`src/rtl/mc_move_monitor_pkg.sv`:
```
// Shared constants and types for the missionaries-cannibals move monitor.
package mc_move_monitor_pkg;

    localparam int DEF_N_M         = 3;
    localparam int DEF_N_C         = 3;
    localparam int DEF_BOAT_CAP    = 2;
    localparam int DEF_EXP_MOVES   = 11;
    localparam int DEF_STALL_LIMIT = 4;

    // Solver state codes: IDLE is 0, S1..S12 map to 1..12.
    localparam logic [3:0] ST_IDLE = 4'd0;
    localparam logic [3:0] ST_S1   = 4'd1;
    localparam logic [3:0] ST_S12  = 4'd12;

    typedef enum logic [1:0] {
        MON_IDLE,
        MON_TRACK,
        MON_DONE,
        MON_ERROR
    } mon_state_t;

    typedef enum logic [2:0] {
        ERR_NONE      = 3'd0,
        ERR_INVALID   = 3'd1,
        ERR_CONSERVE  = 3'd2,
        ERR_BOAT      = 3'd3,
        ERR_PASSENGER = 3'd4,
        ERR_UNSAFE    = 3'd5,
        ERR_SEQUENCE  = 3'd6,
        ERR_STALL     = 3'd7
    } err_code_t;

endpackage

```
`src/rtl/mc_bank_safety.sv`:
```
// Flags a river bank where cannibals outnumber a nonzero group of missionaries.
module mc_bank_safety (
    input  logic [2:0] m,
    input  logic [2:0] c,
    output logic       unsafe
);

    assign unsafe = (m != 3'd0) && (c > m);

endmodule

```
`src/rtl/mc_move_monitor.sv`:
```
// Watches the solver's bank/boat snapshots, decodes each crossing and checks it,
// counting legal moves and latching the first violation.
module mc_move_monitor
    import mc_move_monitor_pkg::*;
#(
    parameter int N_M         = DEF_N_M,
    parameter int N_C         = DEF_N_C,
    parameter int BOAT_CAP    = DEF_BOAT_CAP,
    parameter int EXP_MOVES   = DEF_EXP_MOVES,
    parameter int STALL_LIMIT = DEF_STALL_LIMIT
) (
    input  logic       clk,
    input  logic       reset,
    input  logic       clear,
    input  logic [3:0] state,
    input  logic [2:0] missionaries_left,
    input  logic [2:0] cannibals_left,
    input  logic [2:0] missionaries_right,
    input  logic [2:0] cannibals_right,
    input  logic       boat_side,
    input  logic       solution_complete,
    input  logic       valid_state,
    output logic       move_valid,
    output logic [1:0] move_m,
    output logic [1:0] move_c,
    output logic       move_dir,
    output logic [3:0] move_count,
    output logic       done,
    output logic       error,
    output logic [2:0] error_code
);

    mon_state_t mon_q, mon_d;

    logic [3:0] prev_state;
    logic [2:0] prev_ml, prev_cl, prev_mr, prev_cr;
    logic       prev_boat;
    logic [2:0] stall_q, stall_d;

    logic       mv_d, dir_d, done_d, error_d, snap_load;
    logic [1:0] mm_d, mc_d;
    logic [3:0] count_d;
    logic [2:0] code_d;

    logic       arm, changed, abort, fail, legal, stall_hit;
    logic       unsafe_l, unsafe_r, dir_ok, pass_ok, is_final, final_ok;
    logic [3:0] dm, dc, abs_dm, abs_dc, pass_cnt, count_inc;
    err_code_t  chk_code, fail_code;

    mc_bank_safety u_left_bank (
        .m      (missionaries_left),
        .c      (cannibals_left),
        .unsafe (unsafe_l)
    );

    mc_bank_safety u_right_bank (
        .m      (missionaries_right),
        .c      (cannibals_right),
        .unsafe (unsafe_r)
    );

    assign arm = (state == ST_S1) && (missionaries_left == 3'(N_M)) && (cannibals_left == 3'(N_C))
              && (missionaries_right == 3'd0) && (cannibals_right == 3'd0) && !boat_side;

    assign changed = {state, missionaries_left, cannibals_left, missionaries_right, cannibals_right, boat_side}
                  != {prev_state, prev_ml, prev_cl, prev_mr, prev_cr, prev_boat};

    // Left-bank losses are positive on an outbound trip; negate on the return trip
    // so both directions reduce to "non-negative passengers, 1..BOAT_CAP total".
    assign dm       = {1'b0, prev_ml} - {1'b0, missionaries_left};
    assign dc       = {1'b0, prev_cl} - {1'b0, cannibals_left};
    assign abs_dm   = prev_boat ? -dm : dm;
    assign abs_dc   = prev_boat ? -dc : dc;
    assign dir_ok   = !abs_dm[3] && !abs_dc[3];
    assign pass_cnt = abs_dm + abs_dc;
    assign pass_ok  = dir_ok && (pass_cnt >= 4'd1) && (pass_cnt <= 4'(BOAT_CAP));

    always_comb begin
        chk_code = ERR_NONE;
        if (!valid_state)
            chk_code = ERR_INVALID;
        else if (({1'b0, missionaries_left} + {1'b0, missionaries_right}) != 4'(N_M)
              || ({1'b0, cannibals_left} + {1'b0, cannibals_right}) != 4'(N_C))
            chk_code = ERR_CONSERVE;
        else if (boat_side == prev_boat)
            chk_code = ERR_BOAT;
        else if (!pass_ok)
            chk_code = ERR_PASSENGER;
        else if (unsafe_l || unsafe_r)
            chk_code = ERR_UNSAFE;
        else if (state != prev_state + 4'd1)
            chk_code = ERR_SEQUENCE;
    end

    assign is_final  = (state == ST_S12) && solution_complete && (missionaries_left == 3'd0)
                    && (cannibals_left == 3'd0) && (missionaries_right == 3'(N_M))
                    && (cannibals_right == 3'(N_C)) && boat_side;
    assign count_inc = (move_count == 4'hF) ? 4'hF : move_count + 4'd1;
    assign final_ok  = (count_inc == 4'(EXP_MOVES));
    assign stall_hit = (stall_q == 3'(STALL_LIMIT - 1));
    assign abort     = changed && (state == ST_IDLE);
    assign fail      = changed && !abort && ((chk_code != ERR_NONE) || (is_final && !final_ok));
    assign legal     = changed && !abort && !fail;
    assign fail_code = (chk_code != ERR_NONE) ? chk_code : ERR_SEQUENCE;

    always_ff @(posedge clk or posedge reset) begin
        if (reset)
            mon_q <= MON_IDLE;
        else
            mon_q <= mon_d;
    end

    always_comb begin
        mon_d = mon_q;
        if (clear) begin
            mon_d = MON_IDLE;
        end else begin
            case (mon_q)
                MON_IDLE:  if (arm) mon_d = MON_TRACK;
                MON_TRACK: begin
                    if (!changed && stall_hit)  mon_d = MON_ERROR;
                    else if (abort)             mon_d = MON_IDLE;
                    else if (fail)              mon_d = MON_ERROR;
                    else if (legal && is_final) mon_d = MON_DONE;
                end
                default: mon_d = mon_q;
            endcase
        end
    end

    // Next values of every registered output; DONE/ERROR simply hold.
    always_comb begin
        mv_d      = 1'b0;
        mm_d      = move_m;
        mc_d      = move_c;
        dir_d     = move_dir;
        count_d   = move_count;
        done_d    = done;
        error_d   = error;
        code_d    = error_code;
        stall_d   = stall_q;
        snap_load = 1'b0;
        if (clear) begin
            mm_d    = 2'd0;
            mc_d    = 2'd0;
            dir_d   = 1'b0;
            count_d = 4'd0;
            done_d  = 1'b0;
            error_d = 1'b0;
            code_d  = ERR_NONE;
            stall_d = 3'd0;
        end else begin
            case (mon_q)
                MON_IDLE: begin
                    if (arm) begin
                        snap_load = 1'b1;
                        count_d   = 4'd0;
                        stall_d   = 3'd0;
                    end
                end
                MON_TRACK: begin
                    snap_load = 1'b1;
                    if (!changed) begin
                        if (stall_hit) begin
                            error_d = 1'b1;
                            code_d  = ERR_STALL;
                        end else begin
                            stall_d = stall_q + 3'd1;
                        end
                    end else if (abort) begin
                        count_d = 4'd0;
                        stall_d = 3'd0;
                    end else if (fail) begin
                        error_d = 1'b1;
                        code_d  = fail_code;
                    end else begin
                        mv_d    = 1'b1;
                        mm_d    = abs_dm[1:0];
                        mc_d    = abs_dc[1:0];
                        dir_d   = prev_boat;
                        count_d = count_inc;
                        stall_d = 3'd0;
                        done_d  = is_final;
                    end
                end
                default: ;
            endcase
        end
    end

    always_ff @(posedge clk or posedge reset) begin
        if (reset) begin
            move_valid <= 1'b0;
            move_m     <= 2'd0;
            move_c     <= 2'd0;
            move_dir   <= 1'b0;
            move_count <= 4'd0;
            done       <= 1'b0;
            error      <= 1'b0;
            error_code <= 3'd0;
            stall_q    <= 3'd0;
            prev_state <= 4'd0;
            prev_ml    <= 3'd0;
            prev_cl    <= 3'd0;
            prev_mr    <= 3'd0;
            prev_cr    <= 3'd0;
            prev_boat  <= 1'b0;
        end else begin
            move_valid <= mv_d;
            move_m     <= mm_d;
            move_c     <= mc_d;
            move_dir   <= dir_d;
            move_count <= count_d;
            done       <= done_d;
            error      <= error_d;
            error_code <= code_d;
            stall_q    <= stall_d;
            if (snap_load) begin
                prev_state <= state;
                prev_ml    <= missionaries_left;
                prev_cl    <= cannibals_left;
                prev_mr    <= missionaries_right;
                prev_cr    <= cannibals_right;
                prev_boat  <= boat_side;
            end
        end
    end

endmodule

```
`config.mk`:
```
export PLATFORM = sky130hd
export DESIGN_NAME = mc_move_monitor
export DESIGN_NICKNAME = d
export VERILOG_FILES = /design/src/rtl/mc_move_monitor_pkg.sv /design/src/rtl/mc_bank_safety.sv /design/src/rtl/mc_move_monitor.sv
export SDC_FILE = /design/constraint.sdc
export NUM_CORES = 1
export LEC_CHECK = 0
export ABC_AREA = 1
export CAP_MARGIN = 25
export CORE_ASPECT_RATIO = 0.7
export CORE_MARGIN = 4
export CORE_UTILIZATION = 50
export DETAILED_ROUTE_END_ITERATION = 7
export PLACE_DENSITY = 0.73
export SLEW_MARGIN = 15
export SYNTH_ARGS = -nofsm -noshare
export SYNTH_HDL_FRONTEND = slang
export SYNTH_SLANG_ARGS = --single-unit
export TNS_END_PERCENT = 100
```
`constraint.sdc`:
```
create_clock -name clk -period 7.6 [get_ports clk]
set_input_delay 1.52 -clock clk [delete_from_list [all_inputs] [get_ports clk]]
set_output_delay 1.52 -clock clk [all_outputs]
set_load 0.03 [all_outputs]
```
==> results of run 1 <==
==> worst register-to-register path, cell delays in order (launching register included) <==
cell and delay [ns]:
dfrtp_1 0.37, inv_1 0.06, ha_1 0.20, fa_1 0.49
ha_1 0.30, nand2_1 0.05, o21ai_0 0.17, inv_1 0.11
fa_1 0.54, inv_1 0.04, nand2_1 0.05, nand3_1 0.07
nor2_1 0.13, nand3_1 0.13, nor2_4 0.13, nand2_1 0.09
nand2_1 0.12, nand3_1 0.12, nor2_2 0.14, nand3_1 0.12
nand3_1 0.14, nand2_1 0.06, nand2_1 0.05, nand2_1 0.05
==> per-stage QoR <==
step / power, uW / cell area, um^2 / util [%] / hold slack, ns / setup slack [ns]
final: 1040 / 3620 / 61.6 / 0.484 / 2.32
after global routing: 1150 / 3620 / 61.6 / 0.519 / 2.02
after CTS: 1040 / 3620 / 61.6 / 0.485 / 2.38
after detailed placement: 896 / 3530 / 60.2 / 0.465 / 2.06
after global placement: 878 / 3530 / 60.2 / 0.465 / 2.11
after floorplan: 770 / 3100 / - / 0.453 / 2.97
==> logic make-up (layout without fill, tap and decap cells) <==
group,after synthesis,count (layout),share of synthesized area [%]
AOI/OAI and AO/OA,46,46,8.43
xor gates and xnor gates,16,16,4.76
adders and majority gates,33,33,14.5
buffers and inverters,69,109,8.64
DFF,37,37,29.9
and+or+nand+nor,216,216,33.8
==> path summary, 6_finish.rpt <==
path / from / endpoint / depth (start not counted)
min: move_m[1] / move_m[1] / 2
max reg2reg: prev_cl[0] / mon_q[0] / 23
min reg2reg: move_m[1] / move_m[1] / 2
max in group asynchronous: reset / prev_mr[0] / 3
max: missionaries_left[0] / mon_q[0] / 23
min in group asynchronous: reset / move_valid / 3
==> flip-flops by register name (all words and copies together), names as in the netlist <==
signal	cells
prev_mr	3
prev_cr	3
mon_q	2
prev_cl	3
move_m	2
done	1
prev_state	4
move_c	2
error	1
error_code	3
move_valid	1
prev_ml	3
move_dir	1
prev_boat	1
move_count	4
stall_q	3
==> where the power goes <==
group,total [uW],leakage (uW),internal [uW],switching [uW]
registers,293,0.000487,247,46.4
logic,601,0.00130,247,354
clock network,142,0.0000450,63.7,77.8
total,1040,0.00183,558,478
==> final cells by class <==
class | count | area share (%)
Clock buffer | 6 | 2.01
Clock inverter | 2 | 0.277
Inverter | 64 | 6.64
Multi-Input combinational cell | 311 | 52.7
Sequential cell | 37 | 25.6
Tap cell | 75 | 2.59
Timing Repair Buffer | 37 | 10.2
==> layer usage <==
layer | global-route usage, % | share of wire, % | vias to the layer above
met5 | 0 | 0 | -
li1 | - | - | 1414
met1 | 31.4 | 50 | 1284
met2 | 31.1 | 42 | 81
met4 | 6.11 | 1.2 | 0
met3 | 4.55 | 7.1 | 8
==> layout by cell type, fill, tap and decap left out, types with 7 or more instances in the layout <==
| master | n |
|---|---|
| a21oi_1 | 10 |
| clkdlybuf4s50_1 | 36 |
| dfrtp_1 | 37 |
| ha_1 | 28 |
| inv_1 | 61 |
| nand2_1 | 119 |
| nand3_1 | 22 |
| nand4_1 | 7 |
| nor2_1 | 31 |
| o21ai_0 | 24 |
| xnor2_1 | 8 |
| xor2_1 | 7 |
==> key figures, run 1 <==
Setup path
  – R2r setup slk: 3.75 ns
  – Crit-path max FO: 6
  – Startpoint types: input pin
  – Buf/Inv on CP: 3
  – CP max stage delay: 0.57 ns
  – CP Data Arrival Time: 5.47 ns
  – CP Class: in2reg
  – CP cell instances: clkdlybuf4s50_1 > ha_1 > fa_1 > ha_1 > nand2_1 > o21ai_0 > inv_1 > fa_1 > inv_1 > nand2_1 > nand3_1 > nor2_1 > nand3_1 > nor2_4 > nand2_1 > nand2_1 > nand3_1 > nor2_2 > nand3_1 > nand3_1 > nand2_1 > nand2_1 > nand2_1
  – Worst Path Required: 7.79 ns
  – Family with the most delay on the worst path: adder cells
  – Crit path capture type: register
  – CP most frequent cell: nand2_1
  – Slowest-stage cell, CP: fa_1

Route
  – Routed wire per std cell: 13.9 um
  – Vias per inst: 5.24
  – DRT iter0 DRCs: 221
  – Final WL: 7.37 mm
  – Pre-Repair DR Iteration Count: 5
  – Routed vias: 2787
  – DRT antenna net count: 0
  – DRC: 0

Finish
  – Layout area overhead: 16.7%
  – Layout cells sized above 1: 7.44%
  – Antenna diodes: 0
  – Fill count: 545
  – Post-Layout Cell Count: 532
  – Sequential Area: 926 um^2
  – Fin nets: 511
  – Multi-input gate area: 1910 um^2

Yosys
  – Flops & latches, synth: 37
  – Sequential share of the synthesized area: 29.9%
  – Top FF cell, synth: dfrtp_1
  – Count of cell types in the netlist: 42
  – Syn_nets: 472
  – EDFF count, synth: 0
  – Ys async rst share: 100%
  – Mapped Avg Cell Area: 7.44 um^2
  – Mapped Cells: 417
  – Ys Warns: 0
  – Leading area contributor after synthesis: dfrtp_1
  – Synth area leaders: dfrtp_1 (30%), nand2_1 (14%), ha_1 (11%)
  – Post-synth top cells: nand2_1 (119), inv_1 (61), dfrtp_1 (37)
  – Post-Syn Area: 3100 um^2
  – Most frequent cell after synthesis: nand2_1
  – Share of the synthesized area in the top cell type: 29.9%

Floorplan
  – Initial Utilization: 52.8%
  – FP Rows: 23
  – Die Width: 102 um
  – Ports: 37
  – DIE HEIGHT: 73.9 um
  – Total core area: 5870 um^2
  – Die ar.: 7550 um^2

Timing
  – Post-route clock period utilization: 69.4%
  – Setup TNS: 0 ns
  – Final setup fails: 0
  – Worst-margin pin slew: 0.945 ns
  – Peak Freq: 190 MHz
  – RSZ-0062 raised after global routing: no
  – Worst slew margin: 36.9%
  – Final worst path period need: 5.28 ns
  – Fin Clk Skew: 0.00336 ns
  – Final hold violation count: 0
  – Max-slew violations: 0

CTS
  – Worst-Skew Late Latency: 0.30 ns
  – CTS H-tree depth: 2
  – CTS tree: done
  – Root Buffer: clkbuf_8
  – Resize count post-CTS: 0
  – Post-CTS Setup Bufs: 0
  – Cts hold-fix bufs: 0
  – TritonCTS buffer count: 5
  – Max Root-Sink Buffers: 2
  – Worst-path clk slew: 0.08 ns
  – Sink Count: 37

Global route
  – Initial antenna violation count: 0
  – Maximum number of pins on one net before global-route repair: 38
  – Vias in the first global route: 2574
  – Total track usage: 21.2%
  – Global-route wire length before repair: 12.3 mm
  – Overflow after GRT: 0

Job
  – Max Cap Viol: 0

Placed design
  – Cell total after placement: 524
  – Placed wire-length estimate: 5.94 mm
  – Gpl congestion: 0.896
  – Port buffer count: 36

Worst hold path
  – Hold WC Path Type: reg2reg

Pwr
  – Peak supply drop: 0.180 mV
  – Power per Cell Area: 286 nW/um^2
  – Lkg Pwr: 0.00183 uW

Outcome
  – Status: finished, final reports clean
Power figures use the tool's default switching activity.
==> inputs of run 2 (changes only) <==
--- a/config.mk
+++ b/config.mk
@@ -11,7 +11,7 @@
 export CORE_MARGIN = 4
 export CORE_UTILIZATION = 50
 export DETAILED_ROUTE_END_ITERATION = 7
-export PLACE_DENSITY = 0.73
+export PLACE_DENSITY = 0.76
 export SLEW_MARGIN = 15
 export SYNTH_ARGS = -nofsm -noshare
 export SYNTH_HDL_FRONTEND = slang
==> constraint.sdc (replaced) <==
create_clock -name clk -period 4.45 [get_ports clk]
set_input_delay 0.89 -clock clk [delete_from_list [all_inputs] [get_ports clk]]
set_output_delay 0.89 -clock clk [all_outputs]
set_load 0.03 [all_outputs]
==> run 2 against run 1 <==
  * Sequential power grew 71%
  * Sequential cell count is the same
  * Via count increased by 2.9%
  * Power increased by 86%
  * Global-route usage rose by 0.83 points
  * Final cell count rose by 2.6%
  * Setup slack worse by 2.0 ns
  * Clock skew grew 0.0080 ns
  * Hold slack got worse by 0.0021 ns
  * Die area stayed put
  * Combinational power grew 98%
  * Critical path type unchanged
  * Critical endpoint is now done
==> key figures, run 2 (same netlist as run 1, synthesis figures left out) <==
Finish
  – Biggest regs: move_count (4), prev_state (4)
  – Fin nets: 525
  – Commonest cells after routing, fill and taps aside: nand2_1 (114), inv_1 (61), dfrtp_1 (37)
  – Layout cells sized above 1: 13.6%
  – Commonest non-fill, non-tap cell in the layout: nand2_1
  – Layout area overhead: 23.0%
  – Fill count: 508
  – Antenna diodes: 0

Setup path
  – R2R Path End: done
  – Startpoint types: input pin
  – CP Data Arrival Time: 4.33 ns
  – Crit path capture type: register
  – Crit path capture: done
  – R2r setup slk: 0.78 ns
  – R2r worst-path depth: 21
  – CP Class: in2reg
  – Crit-path max FO: 6
  – Crit Reg-Reg Startpoint: prev_cl[0]
  – Worst Path Required: 4.62 ns
  – Crit path launch: cannibals_left[1]

Global route
  – Global-route wire length before repair: 13.0 mm
  – Total track usage: 22.1%
  – Vias in the first global route: 2714
  – Maximum number of pins on one net before global-route repair: 38
  – Initial antenna violation count: 0
  – Overflow after GRT: 0

Timing
  – Final hold violation count: 0
  – Max-slew violations: 0
  – Peak Freq: 240 MHz
  – Final setup fails: 0
  – Final worst path period need: 4.16 ns
  – Post-route clock period utilization: 93.6%
  – Setup TNS: 0 ns
  – Fin Clk Skew: 0.0113 ns
  – Worst slew margin: 59.3%
  – WHS: 0.482 ns
  – Post-route setup slack: 0.285 ns
  – Worst-margin pin slew: 0.609 ns

Floorplan
  – FP Rows: 23
  – Die Width: 102 um
  – Initial Utilization: 52.8%
  – Die ar.: 7550 um^2
  – DIE HEIGHT: 73.9 um
  – Total core area: 5870 um^2
  – Ports: 37

Job
  – Max Cap Viol: 0

Route
  – DRT iter0 DRCs: 185
  – Final WL: 7.69 mm
  – Pre-Repair DR Iteration Count: 5
  – Routed vias: 2868
  – Routed wire per std cell: 14.1 um
  – DRC: 0
  – Vias per inst: 5.25
  – DRT antenna net count: 0

CTS
  – Root Buffer: clkbuf_8
  – Cts hold-fix bufs: 0
  – Worst-path clk slew: 0.08 ns
  – Worst-Skew Late Latency: 0.30 ns
  – Sink Count: 37
  – CTS H-tree depth: 2
  – TritonCTS buffer count: 5
  – CTS tree: done
  – Max Root-Sink Buffers: 2

Pwr
  – Power per Cell Area: 506 nW/um^2
  – Peak supply drop: 0.261 mV
  – Total power: 1930 uW
  – Lkg Pwr: 0.00192 uW

Placed design
  – Port buffer count: 36
  – Placed wire-length estimate: 6.18 mm
  – Worst Setup Slack post-DPL: -0.243 ns
  – Gpl congestion: 0.896

Worst hold path
  – Hold WC Path Type: reg2reg

Outcome
  – Status: finished, final reports clean
-- run 2: worst min-delay path by stage --
stage	endpoint	slack, ns	depth (start not counted)	from
4_1_cts	move_c[0]	0.49	2	move_c[0]
6_report	move_c[0]	0.48	2	move_c[0]
5_1_grt	move_c[0]	0.49	2	move_c[0]
3_5_place_dp	move_c[0]	0.46	2	move_c[0]
3_3_place_gp	error_code[1]	0.46	2	error_code[1]
2_1_floorplan	prev_cl[0]	0.45	2	prev_cl[0]
-- run 2: final cells by class --
type	instances	area, um^2	area share (%)
Clock buffer	6	72.6	1.90
Clock inverter	2	10.0	0.262
Inverter	64	240	6.30
Multi-Input combinational cell	311	1990	52.3
Sequential cell	37	926	24.3
Tap cell	75	93.8	2.46
Timing Repair Buffer	51	478	12.5
-- run 2: metrics by stage --
| stage | util (%) | instances | instance area [um^2] |
|---|---|---|---|
| floorplan | - | 417 | 3100 |
| global placement | 61.7 | 536 | 3620 |
| detailed placement | 61.7 | 536 | 3620 |
| CTS | 63.1 | 544 | 3710 |
| global route | 65.0 | 546 | 3810 |
| finish | 65.0 | 546 | 3810 |
-- run 2: layer usage --
layer | GRT usage (%) | vias to the layer above | wire length (um)
li1 | - | 1451 | -
met1 | 31.5 | 1316 | 3660
met2 | 34.1 | 93 | 3370
met3 | 5.03 | 8 | 596
met4 | 4.95 | 0 | 72
met5 | 0 | - | 0
-- run 2: critical path, cell delays in order --
cell,delay [ns]
clkdlybuf4s50_1,0.54
fa_2,0.49
ha_4,0.28
nand2_1,0.06
o21ai_2,0.10
inv_1,0.07
fa_1,0.52
inv_1,0.04
nand2_1,0.05
nand3_1,0.08
nor2_2,0.14
nand3_2,0.09
nor2_4,0.16
nand2_2,0.09
nand2_4,0.09
nand3_2,0.11
nor2_4,0.17
a31oi_4,0.14
nand2_1,0.11
o21ai_0,0.10
-- run 2: where the power goes --
part           internal, uW  leakage [uW]  switching (uW)  total [uW]
clock network           109     0.0000450             128         237
logic                   517       0.00138             672        1190
registers               421      0.000487            80.9         502
total                  1050       0.00192             881        1930
-- run 2: timing repair --
| action | CTS | global route |
|---|---|---|
| buffers inserted | 0 | 2 |
| endpoints found under the setup margin | 0 | 19 |
| gates resized for setup | 0 | 24 |
==> inputs of run 3 (changes only) <==
--- a/config.mk
+++ b/config.mk
@@ -11,8 +11,7 @@
 export CORE_MARGIN = 4
 export CORE_UTILIZATION = 50
 export DETAILED_ROUTE_END_ITERATION = 7
-export PLACE_DENSITY = 0.76
-export SLEW_MARGIN = 15
+export PLACE_DENSITY = 0.73
 export SYNTH_ARGS = -nofsm -noshare
 export SYNTH_HDL_FRONTEND = slang
 export SYNTH_SLANG_ARGS = --single-unit
==> constraint.sdc (replaced) <==
create_clock -name clk -period 5 [get_ports clk]
set_input_delay 1 -clock clk [delete_from_list [all_inputs] [get_ports clk]]
set_output_delay 1 -clock clk [all_outputs]
set_load 0.03 [all_outputs]
==> run 3 against run 2 <==
  * Wire length fell by 5.0%
  * Power fell by 18%
  * Via count fell by 3.3%
  * Sequential cell count did not move
  * Critical path type unchanged
  * Register-to-register slack improved by 0.39 ns
  * Sequential power fell by 12%
  * Die area did not move
  * Combinational power fell by 22%
==> key figures, run 3 (same netlist as run 1, synthesis figures left out) <==
Finish
  – Biggest regs: move_count (4), prev_state (4)
  – Final cell utilization of the core: 62.0%
  – Fin nets: 514
  – Antenna diodes: 0
  – Post-Layout Cell Count: 535
  – Layout cells sized above 1: 8.04%
  – Layout area overhead: 17.4%
  – Commonest non-fill, non-tap cell in the layout: nand2_1
  – Fill count: 534
  – Commonest cells after routing, fill and taps aside: nand2_1 (119), inv_1 (61), dfrtp_1 (37)

Timing
  – Final hold violation count: 0
  – Peak Freq: 213 MHz
  – Worst-margin pin slew: 0.894 ns
  – Worst slew margin: 40.3%
  – Final worst path period need: 4.69 ns
  – Setup TNS: 0 ns
  – Final setup fails: 0
  – RSZ-0062 raised after global routing: no
  – WHS: 0.476 ns
  – Max-slew violations: 0
  – Fin Clk Skew: 0.00967 ns
  – Post-route clock period utilization: 93.8%

CTS
  – Worst-path clk slew: 0.07 ns
  – Worst-Skew Late Latency: 0.29 ns
  – Max Root-Sink Buffers: 2
  – Cts hold-fix bufs: 0
  – Root Buffer: clkbuf_8
  – TritonCTS buffer count: 5
  – Sink Count: 37
  – CTS H-tree depth: 2
  – Resize count post-CTS: 0
  – Post-CTS Setup Bufs: 0
  – CTS tree: done

Route
  – DRC: 0
  – Routed vias: 2772
  – Pre-Repair DR Iteration Count: 5
  – Vias per inst: 5.18
  – DRT iter0 DRCs: 238
  – Final WL: 7.30 mm
  – DRT antenna net count: 0
  – Routed wire per std cell: 13.7 um

Floorplan
  – DIE HEIGHT: 73.9 um
  – FP Rows: 23
  – Initial Utilization: 52.8%
  – Die Width: 102 um
  – Die ar.: 7550 um^2
  – Total core area: 5870 um^2
  – Ports: 37

Placed design
  – Port buffer count: 36
  – Gpl congestion: 0.911
  – Cell total after placement: 527
  – Placed wire-length estimate: 6.13 mm

Worst hold path
  – Hold WC Path Type: reg2reg

Setup path
  – CP max stage delay: 0.55 ns
  – Crit path capture type: register
  – CP cell instances: clkdlybuf4s50_1 > ha_1 > fa_1 > ha_1 > nand2_1 > o21ai_0 > inv_1 > fa_1 > inv_1 > nand2_1 > nand3_1 > nor2_1 > nand3_1 > nor2_4 > nand2_1 > nand2_1 > nand3_1 > nor2_2 > nand3_1 > nand3_1 > nand2_1 > nand2_1 > nand2_1
  – Worst Path Required: 5.17 ns
  – Crit-path max FO: 4
  – CP Data Arrival Time: 4.86 ns
  – CP Class: in2reg
  – Slowest-stage cell, CP: fa_1
  – Family with the most delay on the worst path: adder cells
  – Buf/Inv on CP: 3
  – Startpoint types: input pin
  – CP most frequent cell: nand2_1

Global route
  – Initial antenna violation count: 0
  – Global-route wire length before repair: 12.3 mm
  – Maximum number of pins on one net before global-route repair: 38
  – Overflow after GRT: 0
  – Vias in the first global route: 2559
  – Total track usage: 20.8%

Pwr
  – Total power: 1570 uW
  – Power per Cell Area: 432 nW/um^2
  – Peak supply drop: 0.282 mV
  – Lkg Pwr: 0.00184 uW

Job
  – Max Cap Viol: 0

Outcome
  – Status: finished, final reports clean
-- run 3: cell types whose count changed in the layout (fill, tap and decap cells not counted), moves of 3 or more --
cell     previous run  this run
ha_1               25        28
nand2_1           114       119
nand3_2             4         0
nand2_2             6         3
nand3_1            18        22
buf_4              15         4
-- run 3: routing by layer --
metal | vias up | wire length, um | global-route usage, %
met3 | 4 | 456 | 3.32
met2 | 75 | 3190 | 31.3
li1 | 1423 | - | -
met5 | - | 0 | 0
met4 | 0 | 42 | 4.22
met1 | 1270 | 3620 | 31.4
-- run 3: area by class of cell --
cell class,count,area (um^2),share of cell area [%]
Clock buffer,6,72.6,1.99
Clock inverter,2,10.0,0.275
Sequential cell,37,926,25.4
Tap cell,75,93.8,2.58
Multi-Input combinational cell,311,1910,52.4
Timing Repair Buffer,40,390,10.7
Inverter,64,240,6.60
-- run 3: path summary, 6_finish.rpt --
path	from	end	slack [ns]	cells after the start
hold reg to reg	error_code[1]	error_code[1]	0.48	2
hold / removal	error_code[1]	error_code[1]	0.48	2
setup reg to reg	prev_ml[0]	mon_q[0]	1.17	23
setup / recovery	cannibals_left[0]	mon_q[0]	0.31	23
max in group asynchronous	reset	prev_state[0]	3.55	3
min in group asynchronous	reset	prev_ml[1]	1.11	3
-- run 3: where the power goes --
part | leakage, uW | internal [uW] | switching (uW)
sequential | 0.000487 | 375 | 68.7
clock | 0.0000450 | 96.6 | 105
combinational | 0.00131 | 378 | 549
total | 0.00184 | 849 | 723
-- run 3: per-stage QoR --
step | area (um^2) | setup slack [ns]
after CTS | 3640 | 0.319
after global placement | 3560 | 0.0794
after global routing | 3640 | 0.0203
after detailed placement | 3560 | 0.0149
final | 3640 | 0.310
after floorplan | 3100 | 0.888
-- run 3: worst register-to-register path, delay by kind of cell (launching register included) --
family          cells  cell delay [ns]
compound gates      1             0.15
simple gates       15             1.41
flops               1             0.37
buf+inv             3             0.26
fa+ha+maj           4             1.53
